**config.mk**
```make
export PLATFORM = sky130hd
export DESIGN_NAME = ex_unit
export DESIGN_NICKNAME = d
export VERILOG_FILES = /design/src/rtl/ex_unit.sv
export SDC_FILE = /design/constraint.sdc
export NUM_CORES = 1
export LEC_CHECK = 0
export CORE_MARGIN = 2
export CORE_UTILIZATION = 59
export CTS_BUF_LIST = sky130_fd_sc_hd__clkbuf_4 sky130_fd_sc_hd__clkbuf_8
export DETAILED_ROUTE_END_ITERATION = 8
export GPL_TIMING_DRIVEN = 0
export PLACE_DENSITY = 0.84
export SETUP_SLACK_MARGIN = 0.05
export SKIP_CTS_REPAIR_TIMING = 1
export SLEW_MARGIN = 0
export SYNTH_ARGS = -nofsm -noshare
export SYNTH_HDL_FRONTEND = slang
export SYNTH_SLANG_ARGS = --single-unit
```
**constraint.sdc**
```tcl
create_clock -name clk -period 1.9 [get_ports clk]
set_input_delay 0.285 -clock clk [delete_from_list [all_inputs] [get_ports clk]]
set_output_delay 0.285 -clock clk [all_outputs]
set_load 0.05 [all_outputs]
```
**src/rtl/ex_unit.sv**
```systemverilog
// ex_unit: RV32I execute stage driving a registered register-file write port.
// Define MUL_EXT_EN to build the iterative shift-add multiplier used for MUL.
module ex_unit #(
   parameter int unsigned XLEN       = 32,
   parameter int unsigned MUL_CYCLES = 32
) (
   input  logic            clk,
   input  logic            rst,
   input  logic [31:0]     inst_i,
   input  logic            inst_valid_i,
   output logic            inst_ready_o,
   input  logic [XLEN-1:0] op1_i,
   input  logic [XLEN-1:0] op2_i,
   output logic [4:0]      reg_waddr_o,
   output logic [XLEN-1:0] reg_wdata_o,
   output logic            reg_wen_o
);

   localparam logic [6:0] OpcOpImm = 7'b0010011;
   localparam logic [6:0] OpcOp    = 7'b0110011;
   localparam logic [6:0] F7Base   = 7'b0000000;
   localparam logic [6:0] F7Alt    = 7'b0100000;

   logic [6:0]      opcode;
   logic [6:0]      funct7;
   logic [2:0]      funct3;
   logic [4:0]      rd;
   logic [XLEN-1:0] imm;
   logic [XLEN-1:0] src2;
   logic [4:0]      shamt;
   logic [XLEN-1:0] add_res;
   logic [XLEN-1:0] sub_res;
   logic [XLEN-1:0] sll_res;
   logic [XLEN-1:0] srl_res;
   logic [XLEN-1:0] sra_res;
   logic            lt_s;
   logic            lt_u;
   logic [XLEN-1:0] base_res;
   logic [XLEN-1:0] alu_res;
   logic            alu_ok;
   logic            accept;
   logic            unused_rs1;

   assign opcode = inst_i[6:0];
   assign rd     = inst_i[11:7];
   assign funct3 = inst_i[14:12];
   assign funct7 = inst_i[31:25];

   // rs1 index is resolved by the register file; only its value reaches this block.
   assign unused_rs1 = ^inst_i[19:15];

   assign imm   = {{(XLEN-12){inst_i[31]}}, inst_i[31:20]};
   assign src2  = (opcode == OpcOp) ? op2_i : imm;
   assign shamt = src2[4:0];

   assign add_res = op1_i + src2;
   assign sub_res = op1_i - src2;
   assign sll_res = op1_i << shamt;
   assign srl_res = op1_i >> shamt;
   assign sra_res = $signed(op1_i) >>> shamt;
   assign lt_s    = $signed(op1_i) < $signed(src2);
   assign lt_u    = op1_i < src2;

   // Shared funct3 result for OP and OP-IMM; SUB is patched in by the decoder.
   always_comb begin
      base_res = '0;
      unique case (funct3)
         3'b000: base_res = add_res;
         3'b001: base_res = sll_res;
         3'b010: base_res = {{(XLEN-1){1'b0}}, lt_s};
         3'b011: base_res = {{(XLEN-1){1'b0}}, lt_u};
         3'b100: base_res = op1_i ^ src2;
         3'b101: base_res = inst_i[30] ? sra_res : srl_res;
         3'b110: base_res = op1_i | src2;
         3'b111: base_res = op1_i & src2;
      endcase
   end

`ifdef MUL_EXT_EN
   localparam logic [6:0]  F7Mul = 7'b0000001;
   localparam int unsigned CntW  = (MUL_CYCLES > 1) ? $clog2(MUL_CYCLES) : 1;

   typedef enum logic [0:0] {StIdle, StMul} state_e;

   state_e          state_q;
   state_e          state_d;
   logic            is_mul;
   logic            mul_done;
   logic [CntW-1:0] cnt_q;
   logic [XLEN-1:0] acc_q;
   logic [XLEN-1:0] mcand_q;
   logic [XLEN-1:0] mplier_q;
   logic [XLEN-1:0] acc_step;
   logic [4:0]      mul_rd_q;
`endif

   always_comb begin
      alu_res = base_res;
      alu_ok  = 1'b0;
`ifdef MUL_EXT_EN
      is_mul  = 1'b0;
`endif
      case (opcode)
         OpcOpImm: begin
            case (funct3)
               3'b001:  alu_ok = (funct7 == F7Base);
               3'b101:  alu_ok = (funct7 == F7Base) || (funct7 == F7Alt);
               default: alu_ok = 1'b1;
            endcase
         end
         OpcOp: begin
            if (funct7 == F7Base) begin
               alu_ok = 1'b1;
            end else if (funct7 == F7Alt) begin
               if (funct3 == 3'b000) begin
                  alu_ok  = 1'b1;
                  alu_res = sub_res;
               end else if (funct3 == 3'b101) begin
                  alu_ok = 1'b1;
               end
            end
`ifdef MUL_EXT_EN
            else if ((funct7 == F7Mul) && (funct3 == 3'b000)) begin
               is_mul = 1'b1;
            end
`endif
         end
         default: ;
      endcase
   end

   assign accept = inst_valid_i && inst_ready_o;

`ifdef MUL_EXT_EN
   always_ff @(posedge clk or negedge rst) begin
      if (!rst) begin
         state_q <= StIdle;
      end else begin
         state_q <= state_d;
      end
   end

   always_comb begin
      state_d = state_q;
      unique case (state_q)
         StIdle: if (accept && is_mul) state_d = StMul;
         StMul:  if (cnt_q == '0) state_d = StIdle;
      endcase
   end

   always_comb begin
      inst_ready_o = (state_q == StIdle);
      mul_done     = (state_q == StMul) && (cnt_q == '0);
   end

   assign acc_step = acc_q + (mplier_q[0] ? mcand_q : '0);

   always_ff @(posedge clk or negedge rst) begin
      if (!rst) begin
         cnt_q    <= '0;
         acc_q    <= '0;
         mcand_q  <= '0;
         mplier_q <= '0;
         mul_rd_q <= '0;
      end else if (accept && is_mul) begin
         cnt_q    <= CntW'(MUL_CYCLES - 1);
         acc_q    <= '0;
         mcand_q  <= op1_i;
         mplier_q <= op2_i;
         mul_rd_q <= rd;
      end else if (state_q == StMul) begin
         acc_q    <= acc_step;
         mcand_q  <= mcand_q << 1;
         mplier_q <= mplier_q >> 1;
         if (cnt_q != '0) cnt_q <= cnt_q - CntW'(1);
      end
   end
`else
   logic unused_cfg;

   assign inst_ready_o = 1'b1;
   assign unused_cfg   = (MUL_CYCLES != XLEN);
`endif

   // Illegal encodings leave the write port untouched; rd=0 still updates address/data.
   always_ff @(posedge clk or negedge rst) begin
      if (!rst) begin
         reg_wen_o   <= 1'b0;
         reg_waddr_o <= '0;
         reg_wdata_o <= '0;
      end else begin
         reg_wen_o <= 1'b0;
         if (accept && alu_ok) begin
            reg_waddr_o <= rd;
            reg_wdata_o <= alu_res;
            reg_wen_o   <= (rd != 5'd0);
         end
`ifdef MUL_EXT_EN
         else if (mul_done) begin
            reg_waddr_o <= mul_rd_q;
            reg_wdata_o <= acc_step;
            reg_wen_o   <= (mul_rd_q != 5'd0);
         end
`endif
      end
   end

endmodule

```
==> run summary, run 1 <==
The flow did not finish. It got as far as global routing (5_1_grt) and failed there. The tool reported: "[ERROR GRT-0232] Routing congestion too high. Check the congestion heatmap in the GUI". The H-tree generated during clock tree synthesis spans 2 levels. The TritonCTS buffer count was 5; the count of standard-cell rows was 49. The most used flip-flop cell after synthesis is dfrtp_1. After synthesis the netlist holds a flip-flop and latch count of 38. Worst-path endpoint after global-route repair_timing: reg_wdata_o[31]$_DFFE_PN0P_/D. After the last repair the worst path ends at a register input.

The number of synthesized flops with an enable pin was 0; the share of synthesized flip-flops with an asynchronous set or reset was 1.000. The logs give 0 for the number of warnings issued by yosys and 0.7185 for the global-route usage over all layers. The die span in y came out at 138.2 um.

The die is 138.2 um wide. The logs give 0.5960 for the starting density of the core and 38 for the number of clock sinks. The netlist uses 100 different library cells. The mean post-synth cell area is 6.645 sq um. The logs give 42.60 mm for the detailed placement HPWL and 1.442 for the routability congestion estimate from global placement. The post-synthesis instance area is 10630 sq um. The post-synthesis instance total was 1600; the buffer levels on the longest clock path was 2. The number of buffers inserted by port buffering came out at 128. OpenSTA, run right after detailed placement, puts the worst setup slack at -3.443 ns. The aggregate global routing overflow came out at 56.

The logs give 0.08943 for the sequential fraction of the synthesis area and 1790 for the synthesized netlist net count. Entering global routing, the biggest net connects 39 pins. CTS placed an instance of clkbuf_8 at the clock tree root. The total I/O pin count came out at 138.
## cell usage after synthesis (12+ instances only)
master    instances  area (sq um)
buf_2            23         115.1
a211oi_1         28         210.2
nor4_1           13         81.33
a22o_1           23         201.4
a21oi_1         145         725.7
nand4_1          17         106.4
inv_1           112         420.4
dfrtp_1          38         950.9
ha_1             90          1126
o21ai_0         157         785.8
o211ai_1         28         210.2
nor3_1           59         295.3
a31oi_1          22         137.6
nor2_1          142         533.0
clkbuf_1         87         326.6
a221oi_1         18         157.7
nand3_1          65         325.3
nand2_1         146         548.0
a21o_1           32         240.2
xnor2_1          17         148.9
o21bai_1         13         97.59
o22ai_1          12         75.07
and2_1           12         75.07
mux2i_1          64         640.6
## metrics by stage
step	util	cell area (sq um)	instances
after floorplan	-	11070	1600
after global placement	0.7082	12630	1957
after detailed placement	0.7083	12640	1957
after CTS	0.7146	12750	1964
## routing by layer
layer,GRT overflow,GRT usage
met5,0,0.1404
met4,29,0.6858
met3,0,0.5722
met2,25,0.8934
met1,2,0.7276
## kinds of logic after synthesis
| kind of cell | count (synthesis) | synth area share |
|---|---|---|
| AOI/OAI and AO/OA | 626 | 0.3947 |
| other | 1 | 0.0003527 |
| muxes | 79 | 0.08037 |
| DFF | 38 | 0.08943 |
| xor gates and xnor gates | 22 | 0.01812 |
| adders and majority gates | 91 | 0.1078 |
| and+or+nand+nor | 503 | 0.2188 |
| buffers and inverters | 240 | 0.09049 |
==> run 2, diff against run 1 <==
- CORE_UTILIZATION: 59 -> 40
- CTS_BUF_LIST: sky130_fd_sc_hd__clkbuf_4 sky130_fd_sc_hd__clkbuf_8 -> not set
- PLACE_DENSITY: 0.84 -> not set
- PLACE_DENSITY_LB_ADDON: not set -> 0.15
- SETUP_SLACK_MARGIN: 0.05 -> not set
==> run 2 against run 1 <==
The flow now finishes, with violations (setup timing). Area after synthesis unchanged. Synthesized cell count unchanged.
==> run summary, run 2 <==
The flow ran to the end, but the final reports show violations. The final reports fail on setup timing. The number of warnings issued by yosys was 0 (unchanged).

The relative slew slack came out at 0.08353. The area enclosed by the die boundary is 27900 sq um. The number of H-tree levels is 2 (unchanged).

The worst setup margin is -2.418 ns, and the area used by multi-input combinational logic is 10270 sq um. The origin of the critical flop-to-flop path was reg_wdata_o[25]. For the global-route wire length before repair, the log shows 92.77 mm.

The logs give 138 (unchanged) for the total I/O pin count and 2758 for the initial detailed-routing violation count. For the DRC violations left, the log shows 0. Leading area contributor after synthesis: ha_1 (unchanged).

STA classifies the critical path endpoint as a flip-flop. For this run, the detailed router's first-pass iteration total came to 7. Hold timing on the final database bottoms out at a slack of 0.1084 ns.

The clock input transition at the sequential cells of the worst setup and hold paths was 0.06 ns. The clock tree root driver cell is clkbuf_16 (was clkbuf_8). Cells taking the most area after synthesis: ha_1, dfrtp_1, o21ai_0 (unchanged). The run gives 0.08943 (unchanged) as the sequential fraction of the synthesis area. After routing, the total negative slack on setup checks comes to -68.40 ns. Along the worst path, the maximum fanout reaches 8. Summed over all layers, the global routing overflow is 0. Summing all flip-flop and latch instances after layout gives 950.9 sq um.

The final layout contains routed wiring with a total length of 69.55 mm. The detailed router placed 15586 vias in this run. Distinct cell type count after synthesis: 100 (unchanged).

The mean post-synth cell area is 6.645 sq um (unchanged), and the insertion delay of the later-clocked pin in the worst-skew pair is 0.28 ns. The tools report the count of standard-cell rows as 59 (was 49). The final hold violation count was 0; the synthesized netlist net count was 1790 (unchanged). The via count normalized by instance count came out at 7.136.

Core area: 26060 sq um. For the post-synthesis instance area, the log shows 10630 sq um (unchanged). Compared with the post-synthesis result, the final layout area differs by 45.18%. The most frequently used cell type in the post-synthesis netlist was o21ai_0 (unchanged). Power spread over the standard cell area amounts to 472.8 nW/um^2. The top cell type's share of synthesized area was 0.1059 (unchanged). TritonCTS built the clock tree. For the worst flop-to-flop path, the logic depth is 3. Top cells by instance count after synthesis: o21ai_0, nand2_1, a21oi_1, nor2_1, inv_1 (unchanged).

The final cycle utilization of the critical path works out to 2.272. The final period demand of the worst path was 4.318 ns; the number of synthesized flops with an enable pin was 0 (unchanged). VDD sags by at most 0.6580 mV. The number of flip-flops in the largest register works out to 32. For the worst setup path, the data required time is 2.11 ns. Leaving out fill and tap cells, the most frequent cell in the layout is nor2_1. The static leakage power was 6.450 nW. The final layout contains 2036 nets. Entering global routing, the biggest net connects 39 pins. The detail route stage leaves a number of antenna-violating nets equal to 0.

For the routability congestion estimate from global placement, the log shows 1.127 (was 1.442). The share of layout cells above drive strength 1 came out at 0.2583. Via count of the first global-routing pass: 13447. In this run the critical register-to-register path is captured at reg_wdata_o[25].

The post-synthesis instance total came out at 1600 (unchanged). The die span in x came out at 167.0 um (was 138.2 um). The buffer levels on the longest clock path is 2 (unchanged). The register bank with the most flops is reg_wdata_o. The die span in y is 167.0 um (was 138.2 um). The starting density of the core came out at 0.4080 (was 0.5960). The setup path with the least slack is of type input port to flip-flop. The number of fill cells in the layout was 2359. The most used flip-flop cell after synthesis was dfrtp_1 (unchanged). The worst register-to-register path has a setup slack of 0.42 ns. Achievable clock frequency: 0.2316 GHz. Setup violations remaining at the end of the flow were counted as 38. The worst setup path is launched from an input port. Leaving out fill and tap cells, the most frequent cells in the layout are nor2_1, nand2_1, o21ai_0, clkdlybuf4s50_1, a21oi_1. After detailed routing, the average wire length per cell comes to 31.85 um. The number of buffers inserted by port buffering was 128 (unchanged).

At the pin with the least slew margin, the transition time is 1.336 ns. The class of the tightest hold or removal check is input port to async pin. In the final layout, the registers with the most flip-flops are reg_wdata_o x32, reg_waddr_o x5, reg_wen_o x1.

Data arrives at the worst endpoint at 4.53 ns. The tools report the TritonCTS buffer count as 5 (unchanged). Number of antenna violations at the first check in global routing: 4. Number of maximum-capacitance violations: 0. The share of synthesized flip-flops with an asynchronous set or reset is 1.000 (unchanged), and the max-slew violation count is 0.

Clock skew on the completed layout was measured at 0 ns. Setup repair after global routing could not meet its margin everywhere. The synthesis-stage register bit count was 38 (unchanged); the global-route usage over all layers was 0.4499. The number of clock sinks was 38 (unchanged); the detailed placement HPWL was 53.66 mm (was 42.60 mm).
## run 2: how the worst max path moves through the flow
stage                     startpoint               to  slack, ns  depth (start not counted)
after global routing       inst_i[2]  reg_wdata_o[28]      -2.45                         24
after CTS                  inst_i[4]  reg_wdata_o[24]      -3.37                         19
after detailed placement   inst_i[4]  reg_wdata_o[24]      -3.64                         19
final                      inst_i[2]  reg_wdata_o[28]      -2.42                         24
after global placement     inst_i[4]  reg_wdata_o[24]      -3.64                         19
after floorplan            inst_i[3]  reg_wdata_o[28]      -2.03                         20
## run 2: per-layer routing
metal,global-route usage,share of wire,up-vias
met1,0.5765,0.36,7247
met4,0.2777,0.095,2
li1,-,-,6452
met2,0.6497,0.39,1492
met3,0.1481,0.15,393
met5,0,0.00024,-
## run 2: layout make-up
class	count	area share
clock inverters	3	0.002918
clock buffers	5	0.008106
flip-flops and latches	38	0.06160
multi-input cells	1322	0.6653
repair buffers	250	0.1478
inverters	117	0.03137
diodes	2	0.0003242
plain buffers	112	0.05536
well taps	335	0.02715
## run 2: logic make-up after synthesis
logic type	Yosys count	share of synthesized area
multiplexers	79	0.08037
adder cells (fa/ha/maj)	91	0.1078
buffers and inverters	240	0.09049
AO/OA/AOI/OAI	626	0.3947
XOR/XNOR	22	0.01812
other	1	0.0003527
AND/OR/NAND/NOR	503	0.2188
flip-flops	38	0.08943
## run 2: report_power, final
group | switching (W) | total, W | leakage [nW] | internal, W
Clock | 0.000349 | 0.000968 | 0.0761 | 0.000619
Combinational | 0.00341 | 0.00534 | 5.87 | 0.00192
Sequential | 0.0000733 | 0.000991 | 0.508 | 0.000918
## run 2: stage by stage
step | area [sq um] | total power, W | setup slack (ns) | utilization | std cells
after floorplan | 11070 | 0.003540 | -2.025 | - | 1600
after global placement | 12770 | 0.005165 | -3.642 | 0.4899 | 2063
after detailed placement | 12770 | 0.005144 | -3.642 | 0.4900 | 2063
after CTS | 12940 | 0.006121 | -3.369 | 0.4966 | 2071
after global routing | 15430 | 0.007463 | -2.453 | 0.5922 | 2182
final | 15440 | 0.007299 | -2.418 | 0.5924 | 2184
## run 2: worst max-delay path, cell delays in order
cell and delay (ns):
buf_6 0.10, or2_1 0.24, buf_6 0.15, buf_6 0.11, o31ai_4 0.19, and2_4 0.18, buf_8 0.14, clkinv_8 0.08
buf_12 0.13, buf_12 0.11, buf_12 0.13, fa_2 0.39, a211oi_4 0.26, o211ai_1 0.20, nand3_2 0.16, a2111oi_4 0.11
o211ai_1 0.24, buf_4 0.20, a21oi_4 0.08, o41ai_4 0.42, buf_4 0.18, nand2_1 0.06, o2111a_1 0.19, nor3_2 0.17
Power figures use the tool's default switching activity.
==> run 3, diff against run 2 <==
==> constraint.sdc (replaced) <==
create_clock -name clk -period 1.9 [get_ports clk]
set_input_delay 0.285 -clock clk [delete_from_list [all_inputs] [get_ports clk]]
set_output_delay 0.285 -clock clk [all_outputs]
set_load 0.02 [all_outputs]
==> results of run 3 <==
Same layout as run 2 (identical final DEF). Status: finished, violations left: setup timing.
Among the figures that moved: total power 0.007299 W -> 0.007043 W; worst IR drop on VDD 0.6580 mV -> 0.6194 mV
